File: config.mk
export PLATFORM = sky130hd
export DESIGN_NAME = uart_tx_scheduler_flat
export DESIGN_NICKNAME = d
export VERILOG_FILES = /design/src/rtl/uart_pkg.sv /design/src/rtl/uart_tx_scheduler_if.sv /design/src/rtl/rr_arbiter2.sv /design/src/rtl/uart_tx_scheduler.sv /design/src/flat_wrapper.sv
export SDC_FILE = /design/constraint.sdc
export NUM_CORES = 1
export LEC_CHECK = 0
export CORE_MARGIN = 8
export CORE_UTILIZATION = 35
export CTS_BUF_LIST = sky130_fd_sc_hd__clkbuf_4 sky130_fd_sc_hd__clkbuf_8
export DETAILED_ROUTE_END_ITERATION = 10
export GPL_TIMING_DRIVEN = 0
export PLACE_DENSITY = 0.81
export SYNTH_ARGS = -nofsm -noshare
export SYNTH_HDL_FRONTEND = slang
export SYNTH_SLANG_ARGS = --single-unit
export TNS_END_PERCENT = 30
File: constraint.sdc
create_clock -name Sched_CLK -period 1.2 [get_ports Sched_CLK]
set_input_delay 0.18 -clock Sched_CLK [delete_from_list [all_inputs] [get_ports Sched_CLK]]
set_output_delay 0.18 -clock Sched_CLK [all_outputs]
set_load 0.005 [all_outputs]
File: src/rtl/uart_pkg.sv
// Shared encodings for the UART transmit scheduler: FSM states and requester ids.
package uart_pkg;

   typedef enum logic [1:0] {
      EMPTY    = 2'd0,
      FULL     = 2'd1,
      LAUNCH   = 2'd2,
      WAIT_ACK = 2'd3
   } sched_state_t;

   localparam logic REQ0 = 1'b0;
   localparam logic REQ1 = 1'b1;

endpackage

File: src/rtl/uart_tx_scheduler_if.sv
// Requester, input-buffer and transmitter signals of the UART transmit scheduler.
// master = requesters/buffer/UART side, slave = the scheduler itself.
interface uart_tx_scheduler_if #(
   parameter int DataWIDTH = 3
);
   logic [2**DataWIDTH-1:0] Req0_Pdata;
   logic                    Req0_ParityEn;
   logic                    Req0_ParBit;
   logic                    Req0_Valid;
   logic                    Req0_Ready;

   logic [2**DataWIDTH-1:0] Req1_Pdata;
   logic                    Req1_ParityEn;
   logic                    Req1_ParBit;
   logic                    Req1_Valid;
   logic                    Req1_Ready;

   logic [2**DataWIDTH-1:0] Buffer_Pdata_in;
   logic                    Buffer_ParityEn_in;
   logic                    Buffer_ParBit_in;
   logic                    Buffer_EN;

   logic                    Uart_Busy;
   logic                    Uart_DataValid;

   logic                    Grant_Id;
   logic                    Sched_Idle;
   logic                    Err_Timeout;

   modport master (
      output Req0_Pdata, Req0_ParityEn, Req0_ParBit, Req0_Valid,
      input  Req0_Ready,
      output Req1_Pdata, Req1_ParityEn, Req1_ParBit, Req1_Valid,
      input  Req1_Ready,
      input  Buffer_Pdata_in, Buffer_ParityEn_in, Buffer_ParBit_in, Buffer_EN,
      output Uart_Busy,
      input  Uart_DataValid, Grant_Id, Sched_Idle, Err_Timeout
   );

   modport slave (
      input  Req0_Pdata, Req0_ParityEn, Req0_ParBit, Req0_Valid,
      output Req0_Ready,
      input  Req1_Pdata, Req1_ParityEn, Req1_ParBit, Req1_Valid,
      output Req1_Ready,
      output Buffer_Pdata_in, Buffer_ParityEn_in, Buffer_ParBit_in, Buffer_EN,
      input  Uart_Busy,
      output Uart_DataValid, Grant_Id, Sched_Idle, Err_Timeout
   );

endinterface

File: src/rtl/rr_arbiter2.sv
// Two-input round-robin arbiter; priority flips to the loser on every accepted grant.
module rr_arbiter2
   import uart_pkg::*;
(
   input  logic       Sched_CLK,
   input  logic       Sched_RST_SYN,
   input  logic [1:0] valid,
   input  logic       accept,
   output logic       winner,
   output logic [1:0] grant
);

   logic prio_reg;

   // With nothing valid the winner defaults to requester 0 so the data mux is stable.
   always_comb begin
      winner = REQ0;
      if (valid[prio_reg])
         winner = prio_reg;
      else if (valid[~prio_reg])
         winner = ~prio_reg;
   end

   generate
      for (genvar gi = 0; gi < 2; gi++) begin : g_grant
         assign grant[gi] = valid[gi] && (winner == 1'(gi));
      end
   endgenerate

   always_ff @(posedge Sched_CLK) begin
      if (!Sched_RST_SYN)
         prio_reg <= REQ0;
      else if (accept)
         prio_reg <= ~winner;
   end

endmodule

File: src/rtl/uart_tx_scheduler.sv
// Arbitrates two requesters onto the single-entry UART input buffer and
// sequences the buffer-to-transmitter hand-off with an ack timeout and retry.
module uart_tx_scheduler
   import uart_pkg::*;
#(
   parameter int DataWIDTH  = 3,
   parameter int AckTimeout = 15
) (
   input logic                Sched_CLK,
   input logic                Sched_RST_SYN,
   uart_tx_scheduler_if.slave bus
);

   localparam int DW = 2**DataWIDTH;
   localparam int CW = $clog2(AckTimeout + 1);

   sched_state_t  state_reg;
   logic [CW-1:0] cnt_reg;
   logic [CW-1:0] cnt_next;
   logic          grant_id_reg;
   logic          err_reg;
   logic          dv_reg;

   logic [1:0]    valid;
   logic [1:0]    grant;
   logic          winner;
   logic          open_slot;
   logic          load;

   logic [DW-1:0] pdata_mux;
   logic          pe_mux;
   logic          pb_mux;

   assign valid     = {bus.Req1_Valid, bus.Req0_Valid};
   // Ready is suppressed during reset even though the state register reads EMPTY.
   assign open_slot = Sched_RST_SYN && (state_reg == EMPTY);
   assign load      = open_slot && (|grant);
   assign cnt_next  = cnt_reg + CW'(1);

   rr_arbiter2 u_arb (
      .Sched_CLK     (Sched_CLK),
      .Sched_RST_SYN (Sched_RST_SYN),
      .valid         (valid),
      .accept        (load),
      .winner        (winner),
      .grant         (grant)
   );

   always_comb begin
      pdata_mux = bus.Req0_Pdata;
      pe_mux    = bus.Req0_ParityEn;
      pb_mux    = bus.Req0_ParBit;
      if (winner == REQ1) begin
         pdata_mux = bus.Req1_Pdata;
         pe_mux    = bus.Req1_ParityEn;
         pb_mux    = bus.Req1_ParBit;
      end
   end

   assign bus.Req0_Ready         = open_slot && grant[0];
   assign bus.Req1_Ready         = open_slot && grant[1];
   assign bus.Buffer_EN          = load;
   assign bus.Buffer_Pdata_in    = pdata_mux;
   assign bus.Buffer_ParityEn_in = pe_mux;
   assign bus.Buffer_ParBit_in   = pb_mux;
   assign bus.Uart_DataValid     = dv_reg;
   assign bus.Grant_Id           = grant_id_reg;
   assign bus.Err_Timeout        = err_reg;
   assign bus.Sched_Idle         = (state_reg == EMPTY);

   // dv_reg is raised on entry to LAUNCH so the launch pulse is a clean Moore output.
   always_ff @(posedge Sched_CLK) begin
      if (!Sched_RST_SYN) begin
         state_reg    <= EMPTY;
         cnt_reg      <= '0;
         grant_id_reg <= REQ0;
         err_reg      <= 1'b0;
         dv_reg       <= 1'b0;
      end else begin
         dv_reg <= 1'b0;
         case (state_reg)
            EMPTY: begin
               if (load) begin
                  grant_id_reg <= winner;
                  state_reg    <= FULL;
               end
            end
            FULL: begin
               if (!bus.Uart_Busy) begin
                  state_reg <= LAUNCH;
                  dv_reg    <= 1'b1;
               end
            end
            LAUNCH: begin
               cnt_reg   <= '0;
               state_reg <= WAIT_ACK;
            end
            WAIT_ACK: begin
               // Busy rising means the transmitter has captured the byte; buffer is free.
               if (bus.Uart_Busy) begin
                  state_reg <= EMPTY;
               end else begin
                  cnt_reg <= cnt_next;
                  if (cnt_next == CW'(AckTimeout)) begin
                     err_reg   <= 1'b1;
                     state_reg <= FULL;
                  end
               end
            end
            default: state_reg <= EMPTY;
         endcase
      end
   end

endmodule

File: src/flat_wrapper.sv
// flat-port wrapper written by rule: the top's interface ports become plain ports
module uart_tx_scheduler_flat import uart_pkg::*;
#(
   parameter int DataWIDTH  = 3,
   parameter int AckTimeout = 15
)
  (Sched_CLK, Sched_RST_SYN, bus_Req0_Pdata, bus_Req0_ParityEn, bus_Req0_ParBit, bus_Req0_Valid, bus_Req0_Ready, bus_Req1_Pdata, bus_Req1_ParityEn, bus_Req1_ParBit, bus_Req1_Valid, bus_Req1_Ready, bus_Buffer_Pdata_in, bus_Buffer_ParityEn_in, bus_Buffer_ParBit_in, bus_Buffer_EN, bus_Uart_Busy, bus_Uart_DataValid, bus_Grant_Id, bus_Sched_Idle, bus_Err_Timeout);
  uart_tx_scheduler_if #(.DataWIDTH(DataWIDTH)) bus_i ();
  input logic Sched_CLK;
  input logic Sched_RST_SYN;
  input wire logic [$bits(bus_i.Req0_Pdata)-1:0] bus_Req0_Pdata;
  input wire logic [$bits(bus_i.Req0_ParityEn)-1:0] bus_Req0_ParityEn;
  input wire logic [$bits(bus_i.Req0_ParBit)-1:0] bus_Req0_ParBit;
  input wire logic [$bits(bus_i.Req0_Valid)-1:0] bus_Req0_Valid;
  output wire logic [$bits(bus_i.Req0_Ready)-1:0] bus_Req0_Ready;
  input wire logic [$bits(bus_i.Req1_Pdata)-1:0] bus_Req1_Pdata;
  input wire logic [$bits(bus_i.Req1_ParityEn)-1:0] bus_Req1_ParityEn;
  input wire logic [$bits(bus_i.Req1_ParBit)-1:0] bus_Req1_ParBit;
  input wire logic [$bits(bus_i.Req1_Valid)-1:0] bus_Req1_Valid;
  output wire logic [$bits(bus_i.Req1_Ready)-1:0] bus_Req1_Ready;
  output wire logic [$bits(bus_i.Buffer_Pdata_in)-1:0] bus_Buffer_Pdata_in;
  output wire logic [$bits(bus_i.Buffer_ParityEn_in)-1:0] bus_Buffer_ParityEn_in;
  output wire logic [$bits(bus_i.Buffer_ParBit_in)-1:0] bus_Buffer_ParBit_in;
  output wire logic [$bits(bus_i.Buffer_EN)-1:0] bus_Buffer_EN;
  input wire logic [$bits(bus_i.Uart_Busy)-1:0] bus_Uart_Busy;
  output wire logic [$bits(bus_i.Uart_DataValid)-1:0] bus_Uart_DataValid;
  output wire logic [$bits(bus_i.Grant_Id)-1:0] bus_Grant_Id;
  output wire logic [$bits(bus_i.Sched_Idle)-1:0] bus_Sched_Idle;
  output wire logic [$bits(bus_i.Err_Timeout)-1:0] bus_Err_Timeout;
  assign bus_i.Req0_Pdata = bus_Req0_Pdata;
  assign bus_i.Req0_ParityEn = bus_Req0_ParityEn;
  assign bus_i.Req0_ParBit = bus_Req0_ParBit;
  assign bus_i.Req0_Valid = bus_Req0_Valid;
  assign bus_Req0_Ready = bus_i.Req0_Ready;
  assign bus_i.Req1_Pdata = bus_Req1_Pdata;
  assign bus_i.Req1_ParityEn = bus_Req1_ParityEn;
  assign bus_i.Req1_ParBit = bus_Req1_ParBit;
  assign bus_i.Req1_Valid = bus_Req1_Valid;
  assign bus_Req1_Ready = bus_i.Req1_Ready;
  assign bus_Buffer_Pdata_in = bus_i.Buffer_Pdata_in;
  assign bus_Buffer_ParityEn_in = bus_i.Buffer_ParityEn_in;
  assign bus_Buffer_ParBit_in = bus_i.Buffer_ParBit_in;
  assign bus_Buffer_EN = bus_i.Buffer_EN;
  assign bus_i.Uart_Busy = bus_Uart_Busy;
  assign bus_Uart_DataValid = bus_i.Uart_DataValid;
  assign bus_Grant_Id = bus_i.Grant_Id;
  assign bus_Sched_Idle = bus_i.Sched_Idle;
  assign bus_Err_Timeout = bus_i.Err_Timeout;
  uart_tx_scheduler #(.DataWIDTH(DataWIDTH), .AckTimeout(AckTimeout)) u_core (.Sched_CLK(Sched_CLK), .Sched_RST_SYN(Sched_RST_SYN), .bus(bus_i));
endmodule
==> Word-level counts from Yosys, hierarchy flattened <==
Index checks and enable logic that the tools add are counted.
W data, S select, Z words.
{ "classes": {"n_addsub": 1, "order_cmp": 2, "n_eq_ne": 8, "mux": 17, "bitwise_logic": 3, "n_reduce_logical": 14} }
{ "op_table": {"columns": ["operator", "n"], "rows": [
  ["$mux W1", 9],
  ["$mux W2", 4],
  ["$mux W8", 1],
  ["$pmux W2 S4", 1],
  ["$pmux W4 S2", 1],
  ["$logic_and A1 B1 Y1", 6],
  ["$ne A2 B2 Y1 const B", 3],
  ["$reduce_and A2 Y1", 3],
  ["$reduce_and A3 Y1", 2],
  ["$add A4 B1 Y4 const B", 1],
  ["$eq A2 B2 Y1 const B", 2],
  ["$eq A4 B4 Y1 const B", 1],
  ["$lt A1 B2 Y1 const B", 2],
  ["$mux W4", 1],
  ["$ne A3 B2 Y1 const B", 1],
  ["$not A1 Y1", 3],
  ["$eq A2 B1 Y1 const B", 1],
  ["$logic_not A2 Y1", 1],
  ["$reduce_bool A2 Y1", 1],
  ["$reduce_or A2 Y1", 1]
]} }
{ "word_totals": {"ff_bits": 10, "in_bits": 25, "out_inout_bits": 17, "wordCells": 51} }

==> Longest topological paths before layout <==
{ "logic_depth": {"word_depth": 11, "mapped_depth": 6, "ltp_nobuf": 6} }

==> Modules after synthesis <==
A second synthesis with hierarchy kept.
{ "hier_totals": {"hier_cells": 84, "hier_area_um2": 759.5} }
{ "modules_own_cells": {"columns": ["mod", "n_inst", "cells_per_inst", "area_each_um2", "seq_area_each_um2"], "rows": [
  ["uart_tx_scheduler", 1, 77, 691.9, 180.2],
  ["rr_arbiter2", 1, 7, 67.6, 20.0]
]} }

==> Least setup slack after synthesis <==
OpenSTA, ideal clock, no wires.
{ "synth_timing": {"path_kind": "register -> register", "from": "register u_core.cnt_reg[0]", "to": "register u_core.state_reg[1]", "setup_time_ns": 0.072, "t_arrival_ns": 1.281, "required_ns": 1.128, "setup_slack_ns": -0.153, "stages_incl_launch_ff": 6, "path_buffers": 0, "period_less_slack_ns": 1.353, "cell_sequence": "dfxtp_1 ha_1 and2b_1 a31o_1 o21ai_2 mux2i_1"} }
{ "synth_between": {"elab_chain_len": 4} }
{ "synth_rtl": {"columns": ["item", "line_no", "rtl"], "rows": [
  ["start, declared", "uart_tx_scheduler.sv:18", "logic [CW-1:0] cnt_reg;"],
  ["start signal, assigned", "uart_tx_scheduler.sv:103", "cnt_reg <= cnt_next;"],
  ["$add A4 B1 Y4", "uart_tx_scheduler.sv:38", "assign cnt_next = cnt_reg + CW'(1);"],
  ["$eq A4 B4 Y1", "uart_tx_scheduler.sv:104", "if (cnt_next == CW'(AckTimeout)) begin"],
  ["$ne A3 B2 Y1 (no line)", null, null],
  ["$reduce_and A3 Y1 (no line)", null, null],
  ["end signal, assigned", "uart_tx_scheduler.sv:101", "state_reg <= EMPTY;"],
  ["end signal, assigned", "uart_tx_scheduler.sv:106", "state_reg <= FULL;"],
  ["end signal, assigned", "uart_tx_scheduler.sv:110", "default: state_reg <= EMPTY;"],
  ["end, declared", "uart_tx_scheduler.sv:17", "sched_state_t state_reg;"]
]} }
No other way between the ends.
A chain may end at the register's enable or synchronous reset.

==> Worst setup path in the final report <==
{ "layout_timing": {"from": "register u_core.u_arb.prio_reg", "to": "output port bus_Buffer_Pdata_in[4]"} }
{ "layout_between": {"elab_chain_len": 5, "word_cells_on_any_way": 8, "cone_classes": "mux (7); bitwise (1)"} }
{ "layout_rtl": {"columns": ["item", "line_no", "rtl"], "rows": [
  ["start, declared", "rr_arbiter2.sv:13", "logic prio_reg;"],
  ["start signal, assigned", "rr_arbiter2.sv:34", "prio_reg <= ~winner;"],
  ["$mux W1 (not written as such) (2 in series)", "rr_arbiter2.sv:20", "else if (valid[~prio_reg])"],
  ["$mux W1", "rr_arbiter2.sv:20", null],
  ["$mux W1 *", "rr_arbiter2.sv:18", "if (valid[prio_reg])"],
  ["$mux W8 *", "uart_tx_scheduler.sv:53", "if (winner == REQ1) begin"],
  ["end, declared", "flat_wrapper.sv:21", "output wire logic [$bits(bus_i.Buffer_Pdata_in)-1:0] bus_Buffer_Pdata_in;"]
]} }
Every way passes the cells marked *; elsewhere a longest branch is shown, timed or not. The select of a mux whose other input is x is not followed.

==> results.yml <==
setup_path:
  worstPathMaxFanout: 4
  worstPathRequired_ps: 1020
  reg2reg_to: "u_core.state_reg[1]"
  path_delay_family: "flip-flops"
  crit_top_cell: "buf_6"
  worstPathCellList: "o21ai_4 > buf_6 > buf_6 > mux2_4 > buf_6"
  cp-end-kind: "output port"
  crit_type: "register to output port"
  critPathMaxStageDelay_ps: 360
  crit_slowest_cell: "dfxtp_4"
  rr_worst_depth: 5
  r2r-start: "u_core.state_reg[1]"
  critPathLaunchType: "register"
  reg2reg_slack_ps: -180
  cp.buffers_inverters: 3
  cp_data_arrival_time_ps: 1460
sta:
  final.setup_skew_ps: 4.85
  hold_slack_ps: 296
  min_period_over_period_pct: 137
  max-slew-margin-rel_pct: 79.7
  rsz0062_at_grt: "true"
  slew_violations: 0
  fin_tns_setup_ps: -5510
  setup_viol: 18
  timing.final.hold_violations: 0
  worst_pin_slew_ps: 304
  max_freq_mhz: 610
  fin_ws_ps: -439
  finalCriticalPeriod_ps: 1640
cells_and_area:
  synthToLayoutAreaGrowth_pct: 96.7
  num-nets-final: 173
  largest_reg_flops: 4
  drive_above_1_share_pct: 42.1
  fillers: 156
  area.sequential_um2: 216
  diodes: 0
  multi_input_area_um2: 588
floorplan:
  pin_count: 42
  num_rows: 16
  die_y_um: 61.5
  die_w_um: 61.5
  start_util_pct: 36.9
  core_um2: 1960
  dieArea_um2: 3780
synthesis:
  synth_cell_types: 29
  synth_seq_cells: 10
  avgSynthCellArea_um2: 8.41
  synth_fp_nets: 118
  syn_inst: 86
  yosys_warnings: 0
  synthesis.area_um2: 723
  seq_area_frac_synth_pct: 27.7
outcome:
  outcome: "finished, violations left"
  failed_checks: "setup timing"
min_path:
  hold_end: "u_core.state_reg[0]"
  whs_path_depth: 3
  hold_start: "Sched_RST_SYN"
  min_path_type: "primary input to register"
grt:
  groute.usage.overall_pct: 15.2
  antenna_found_initial: 0
  gr-total-overflow: 0
  grt_max_degree: 10
  grt_pass1_vias: 922
  grt_first_pass_wirelength_um: 4140
cts:
  cts_tree: "yes"
  cts.sinks: 10
  clk_root_buffer_cell: "clkbuf_4"
  ctsHoldBuffers: 0
  clock_path_buffers: 2
  worstSkewPairLatency_ps: 270
  numCtsBuffers: 3
  cts_max_level: 1
  cts.reportedPaths.clkPinSlew_ps: 70
routing:
  routedWlPerCell_um: 16.0
  vias: 843
  initialDrtViolationCount: 12
  postRouteAntennaNets: 0
  first_pass_iters: 4
  routed_via_density: 5.05
  postRouteWirelength_um: 2680
  drc: 0
placed_design:
  port_buffers: 41
  place_congestion: 0.824
  dp_hpwl_um: 1890
power:
  pwr_density_cell_nw_per_um2: 1260
  p_leak_uw: 0.000596
  vdd_ir_drop_max_mv: 0.703
job:
  drv_cap: 0
-- kinds of logic (layout without fill, tap and decap cells) --
kind of cell | Yosys count | count (layout) | synth area share [%]
compound gates | 25 | 25 | 21.8
fa+ha+maj | 7 | 7 | 12.1
buf+inv | 8 | 62 | 4.67
flops | 10 | 10 | 27.7
mux | 11 | 11 | 17.0
simple gates | 25 | 25 | 16.8
-- through the flow --
step	area [µm²]	utilization, %	instances	total power, µW	worst slack [ps]
after CTS	1390	70.7	166	1760	-434
after global routing	1420	72.5	167	1920	-513
after global placement	1190	60.6	154	1230	-944
after floorplan	744	-	86	862	-70.1
final	1420	72.5	167	1790	-439
after detailed placement	1190	60.6	154	1240	-944
-- what timing repair did --
action,CTS,global route
gates cloned,1,0
resized for setup,93,12
pin swaps,3,0
buffers inserted,7,1
endpoints found under the setup margin,25,23
-- synthesized netlist by cell type --
| cell | instances | area, µm² |
|---|---|---|
| a211oi_1 | 2 | 15.0 |
| a21oi_1 | 9 | 45.0 |
| a22oi_1 | 1 | 7.51 |
| a311oi_1 | 1 | 8.76 |
| a31o_1 | 1 | 8.76 |
| a31oi_1 | 1 | 6.26 |
| and2b_1 | 1 | 7.51 |
| buf_4 | 1 | 7.51 |
| clkinv_1 | 1 | 3.75 |
| dfxtp_1 | 10 | 200 |
| ha_1 | 7 | 87.6 |
| inv_1 | 6 | 22.5 |
| mux2_2 | 10 | 113 |
| mux2i_1 | 1 | 10.0 |
| nand2_1 | 6 | 22.5 |
| nand2b_1 | 1 | 6.26 |
| nand3_1 | 1 | 5.00 |
| nor2_1 | 9 | 33.8 |
| nor2b_1 | 3 | 18.8 |
| nor3_1 | 1 | 5.00 |
| nor3b_1 | 2 | 15.0 |
| o211ai_1 | 1 | 7.51 |
| o21ai_0 | 4 | 20.0 |
| o21ai_1 | 1 | 5.00 |
| o21ai_2 | 1 | 8.76 |
| o22a_1 | 1 | 8.76 |
| o2bb2ai_1 | 1 | 8.76 |
| o31ai_1 | 1 | 7.51 |
| or2b_1 | 1 | 7.51 |
-- how the worst max path moves through the flow --
stage | startpoint | end | cells after the start
3_3_place_gp | bus_Req0_Valid | bus_Buffer_Pdata_in[2] | 6
4_1_cts | u_core.u_arb.prio_reg | bus_Buffer_Pdata_in[5] | 5
6_report | u_core.u_arb.prio_reg | bus_Buffer_Pdata_in[4] | 5
2_1_floorplan | u_core.cnt_reg[1] | u_core.state_reg[1] | 6
3_5_place_dp | bus_Req0_Valid | bus_Buffer_Pdata_in[2] | 6
5_1_grt | bus_Req0_Valid | bus_Buffer_Pdata_in[4] | 7
-- routing by layer --
| metal | GRT usage [%] | up-vias | wire length [µm] |
|---|---|---|---|
| li1 | - | 414 | - |
| met1 | 13.5 | 369 | 985 |
| met2 | 27.0 | 53 | 1280 |
| met3 | 8.14 | 7 | 354 |
| met4 | 8.12 | 0 | 63 |
| met5 | 0 | - | 0 |
-- power breakdown --
group / leakage, µW / switching, µW / internal, µW
clock: 0.0000210 / 122 / 185
sequential: 0.0000847 / 66.7 / 406
combinational: 0.000491 / 447 / 565
total: 0.000596 / 636 / 1160
-- area by class of cell --
class / count / area share [%]
plain buffers: 1 / 0.792
clock buffers: 4 / 2.55
inverters: 7 / 2.29
multi-input cells: 68 / 41.3
flip-flops and latches: 10 / 15.2
well taps: 27 / 2.37
repair buffers: 50 / 35.4
-- layout by cell type, fill, tap and decap left out, types with 5 or more instances in the layout --
cell	count
mux2_4	9
buf_6	15
nor2_1	7
dfxtp_1	5
dlygate4sd2_1	5
a21oi_1	8
nand2_1	5
clkdlybuf4s50_1	21
-- worst reg2reg max path, delay by kind of cell, from the launching register on --
family / cells / cell delay, ps
fa+ha+maj: 1 / 260
flops: 1 / 380
compound gates: 2 / 360
simple gates: 1 / 130
mux: 1 / 180
Power figures use the tool's default switching activity.
==> RTL edit 1: new RTL, config.mk and constraints unchanged <==
`AckTimeout` is set to 15 in 2 places; all go to 14.
--- a/src/rtl/uart_tx_scheduler.sv
+++ b/src/rtl/uart_tx_scheduler.sv
@@ -4,7 +4,7 @@
    import uart_pkg::*;
 #(
    parameter int DataWIDTH  = 3,
-   parameter int AckTimeout = 15
+   parameter int AckTimeout = 14
 ) (
    input logic                Sched_CLK,
    input logic                Sched_RST_SYN,
--- a/src/flat_wrapper.sv
+++ b/src/flat_wrapper.sv
@@ -2,7 +2,7 @@
 module uart_tx_scheduler_flat import uart_pkg::*;
 #(
    parameter int DataWIDTH  = 3,
-   parameter int AckTimeout = 15
+   parameter int AckTimeout = 14
 )
   (Sched_CLK, Sched_RST_SYN, bus_Req0_Pdata, bus_Req0_ParityEn, bus_Req0_ParBit, bus_Req0_Valid, bus_Req0_Ready, bus_Req1_Pdata, bus_Req1_ParityEn, bus_Req1_ParBit, bus_Req1_Valid, bus_Req1_Ready, bus_Buffer_Pdata_in, bus_Buffer_ParityEn_in, bus_Buffer_ParBit_in, bus_Buffer_EN, bus_Uart_Busy, bus_Uart_DataValid, bus_Grant_Id, bus_Sched_Idle, bus_Err_Timeout);
   uart_tx_scheduler_if #(.DataWIDTH(DataWIDTH)) bus_i ();
Behaviour: no difference found for any inputs over 10 cycles, from zero or initial values and one cycle with Sched_RST_SYN low; that may be too few to reach the edited logic, so the function may still have changed.
==> RTL edit 1 against the original RTL <==
- the run still ends with setup timing left
- wire length decreased by 6.3%
- register-to-register slack is essentially flat
- setup slack better by 3.8 ps
- cell count stayed put
- design area increased by 1.1%
- sequential cell count unchanged
- power grew 8.1%
- area after synthesis up 1.0%
- hold slack gained 140 ps
- critical endpoint is now bus_Buffer_Pdata_in[2]
- largest power group unchanged
- highest routed layer unchanged
==> RTL edit 1: results (changes against the original RTL) <==
cp_top_family: "buffers and inverters"
grt_use_met1_pct: 14.50  # +1.0 points
p_int_mw: 1.250  # +8.2%
nFillCells: 154  # -1.3%
grtUsageMet3_pct: 9.465  # +1.3 points
port_buffers: 41  # unchanged
leakagePower_nw: 0.6021  # +0.95%
via_per_inst: 5.084  # +0.71%
dpl_worst_slack_ps: -990.5  # -46.46 ps
slew-limit-headroom_pct: 79.62  # -0.081 points
drtIter0Drc: 16  # +4
arrival_ps: 1460  # about the same
met2_usage_pct: 23.49  # -3.5 points
drt-total-wl_um: 2510  # -6.3%
violations: "setup timing"
rr_worst_depth: 7  # +2
run_status: "complete, but fails checks"
synth_area_leaders: "dfxtp_1, mux2_2, ha_1, a21oi_1, nor2_1"
combPwrFrac_pct: 58.3  # +1.8 points
routed-wl-met2_um: 1132  # -11%
synth_area_per_cell_um2: 8.596  # +2.2%
grt_pass1_vias: 946  # +2.6%
hpwl_um: 1874  # -0.62%
min-delay-start: "bus_Uart_Busy"
drt-wirelength-per-cell_um: 15.03  # -6.3%
holdWs_ps: 432.5  # +136.3 ps
r2r-end: "u_core.state_reg[0]"
dpl_cell_area_um2: 1211  # +1.9%
endpoint: "bus_Buffer_Pdata_in[2]"
maxUsedRoutingLayer: "met4"
place.gp.congestion: 0.7613  # -7.6%
pg_clk_mw: 0.306  # about the same
m1WireLength_um: 939  # -4.7%
post_route_cells_drive_above_1_share_pct: 42.86  # +0.71 points
track_usage_pct: 14.60  # -0.57 points
whs_endpoint: "u_core.bus.Uart_DataValid"
ir_drop_uv: 866.0  # +23%
p_clk_share_pct: 15.8  # -1.3 points
r2r-start: "u_core.state_reg[0]"
fin_ws_ps: -435.6  # +3.760 ps
postCtsSetupBuffers: 8  # +1
whs_path_depth: 2  # -1
cts-resized-gates: 97  # +4.3%
setup_tns_ps: -5415  # +98.46 ps
syn-num-nets: 117  # -0.85%
clockRootBuffer: "clkbuf_4"
yosysSeqAreaShare_pct: 27.40  # -0.28 points
fin_skew_ps: 4.536  # -0.3140 ps
dpl.cell_count: 153  # -0.65%
route.met3.wl_um: 385  # +8.8%
setup_viol: 17  # -1
==> RTL edit 1: changes by cell type after synthesis, sizes merged <==
cell,unedited run,this run
or2b,1,0
nand2b,1,2
inv,6,5
==> RTL edit 1: kinds of logic (layout without fill, tap and decap cells) <==
kind of cell	after synthesis	count (layout)	share of synthesized area, %
simple gates	25	25	17.46
mux	11	11	16.78
buf+inv	7	62	4.110
compound gates	25	25	22.26
fa+ha+maj	7	7	11.99
flops	10	10	27.40
==> RTL edit 1: layout make-up <==
type | instances | area (um2) | area share [%]
Inverter | 6 | 31.28 | 2.174
Tap cell | 27 | 33.78 | 2.348
Clock buffer | 4 | 36.28 | 2.522
Buffer | 1 | 11.26 | 0.7826
Sequential cell | 10 | 216.5 | 15.04
Timing Repair Buffer | 51 | 505.5 | 35.13
Multi-Input combinational cell | 68 | 604.3 | 42.00
==> RTL edit 2: new RTL, same flow settings <==
Made on the original files. Make the reset (`Sched_RST_SYN`) asynchronous in 2 clocked blocks.
--- a/src/rtl/rr_arbiter2.sv
+++ b/src/rtl/rr_arbiter2.sv
@@ -27,7 +27,7 @@
       end
    endgenerate
 
-   always_ff @(posedge Sched_CLK) begin
+   always_ff @(posedge Sched_CLK or negedge Sched_RST_SYN) begin
       if (!Sched_RST_SYN)
          prio_reg <= REQ0;
       else if (accept)
--- a/src/rtl/uart_tx_scheduler.sv
+++ b/src/rtl/uart_tx_scheduler.sv
@@ -69,7 +69,7 @@
    assign bus.Sched_Idle         = (state_reg == EMPTY);
 
    // dv_reg is raised on entry to LAUNCH so the launch pulse is a clean Moore output.
-   always_ff @(posedge Sched_CLK) begin
+   always_ff @(posedge Sched_CLK or negedge Sched_RST_SYN) begin
       if (!Sched_RST_SYN) begin
          state_reg    <= EMPTY;
          cnt_reg      <= '0;
Behaviour: differs if Sched_RST_SYN is asserted again (counterexample within 4 cycles, from zero or initial values and one cycle with Sched_RST_SYN low); with Sched_RST_SYN held inactive, the same outputs for 10 cycles.
==> RTL edit 2 against the original RTL <==
- the flow still finishes with violations (setup timing)
- count of clock-buffer cells in the layout fell by 1
- setup slack worse by 100 ps
- sequential power is 22% higher
- design area up 4.1%
- global-route usage down 1.9 points
- first-iteration DRC count is the same
- power is 31% higher
- sequential cell count unchanged
- synthesized cell count down 4.7%
- wire length up 5.4%
- cell count is the same
- area after synthesis up 8.3%
- register-to-register slack got worse by 220 ps
==> RTL edit 2: results (changes against the original RTL) <==
run_status: "complete, but fails checks"
violations: "setup timing"
fin_ws_ps: -540.3  # -101.0 ps
endpoint: "bus_Buffer_Pdata_in[6]"
arrival_ps: 1560  # +100 ps
r2r-end: "u_core.state_reg[1]"
routed-wl-met2_um: 1661  # +30%
rr_worst_depth: 7  # +2
n_all_inverters: 5  # -2
nFillCells: 169  # +8.3%
switchingPower_mw: 0.8917  # +40%
ys_types: 27  # -6.9%
slowest_stage: "dfrtp_1"
r2r_slack_ps: -400  # -220 ps
clkCellAreaFrac_pct: 1.520  # -1.0 points
grtUsageMet3_pct: 3.004  # -5.1 points
cts-resized-gates: 89  # -4.3%
route.met3.wl_um: 63  # -82%
holdWs_ps: 15.30  # -280.9 ps
cp-startpoint: "u_core.u_arb.prio_reg"
cpPeakStageDelay_ps: 390  # +30 ps
setup_viol: 18  # unchanged
met2_usage_pct: 25.22  # -1.8 points
synthTopCellsByCount: "dfrtp_1, mux2_2, o21ai_0"
grt_pass1_wl_um: 4174  # +0.82%
==> RTL edit 2: cell count changes in the layout (fill, tap and decap cells not counted), moves of 3 or more <==
cell,unedited run,this run
a21oi_1,8,1
buf_6,15,19
dfrtp_1,0,8
dfxtp_1,5,0
dfxtp_4,4,0
nand2b_1,1,4
nor2_1,7,4
o21ai_1,0,5
xnor2_1,0,3
==> RTL edit 2: logic make-up (layout without fill, tap and decap cells) <==
kind of cell             Yosys count  after routing  synth area share (%)
AO/OA/AOI/OAI                     20             20                 16.93
XOR/XNOR                           3              3                 3.355
adder cells (fa/ha/maj)            7              7                 11.18
buffers and inverters              7             64                 3.674
flip-flops                        10             10                 31.95
multiplexers                      11             11                 16.29
AND/OR/NAND/NOR                   24             24                 16.61
==> RTL edit 2: metrics by stage <==
stage / setup slack [ps] / cell area [um2] / cells / utilization [%]
after CTS: -543.1 / 1439 / 166 / 66.32
final: -540.3 / 1481 / 167 / 68.28
after global placement: -991.4 / 1267 / 151 / 58.42
after global routing: -586.0 / 1481 / 167 / 68.28
after detailed placement: -1032 / 1267 / 151 / 58.42
after floorplan: -247.7 / 822.0 / 82 / -
==> RTL edit 2: power by group through the flow <==
stage,logic (mW),registers [mW],clock network [mW]
after detailed placement,1.14,0.605,0
after floorplan,0.702,0.576,0
after global routing,1.67,0.597,0.256
after global placement,1.10,0.592,0
after CTS,1.44,0.572,0.241
final,1.54,0.579,0.236
==> RTL edit 2: worst register-to-register path: stages, from the launching register on <==
cell     delay [ps]
dfrtp_1         390
buf_6           140
ha_4            120
buf_6           120
nor2b_4         170
nand2_1          80
o21ai_2         160
mux2_4          310
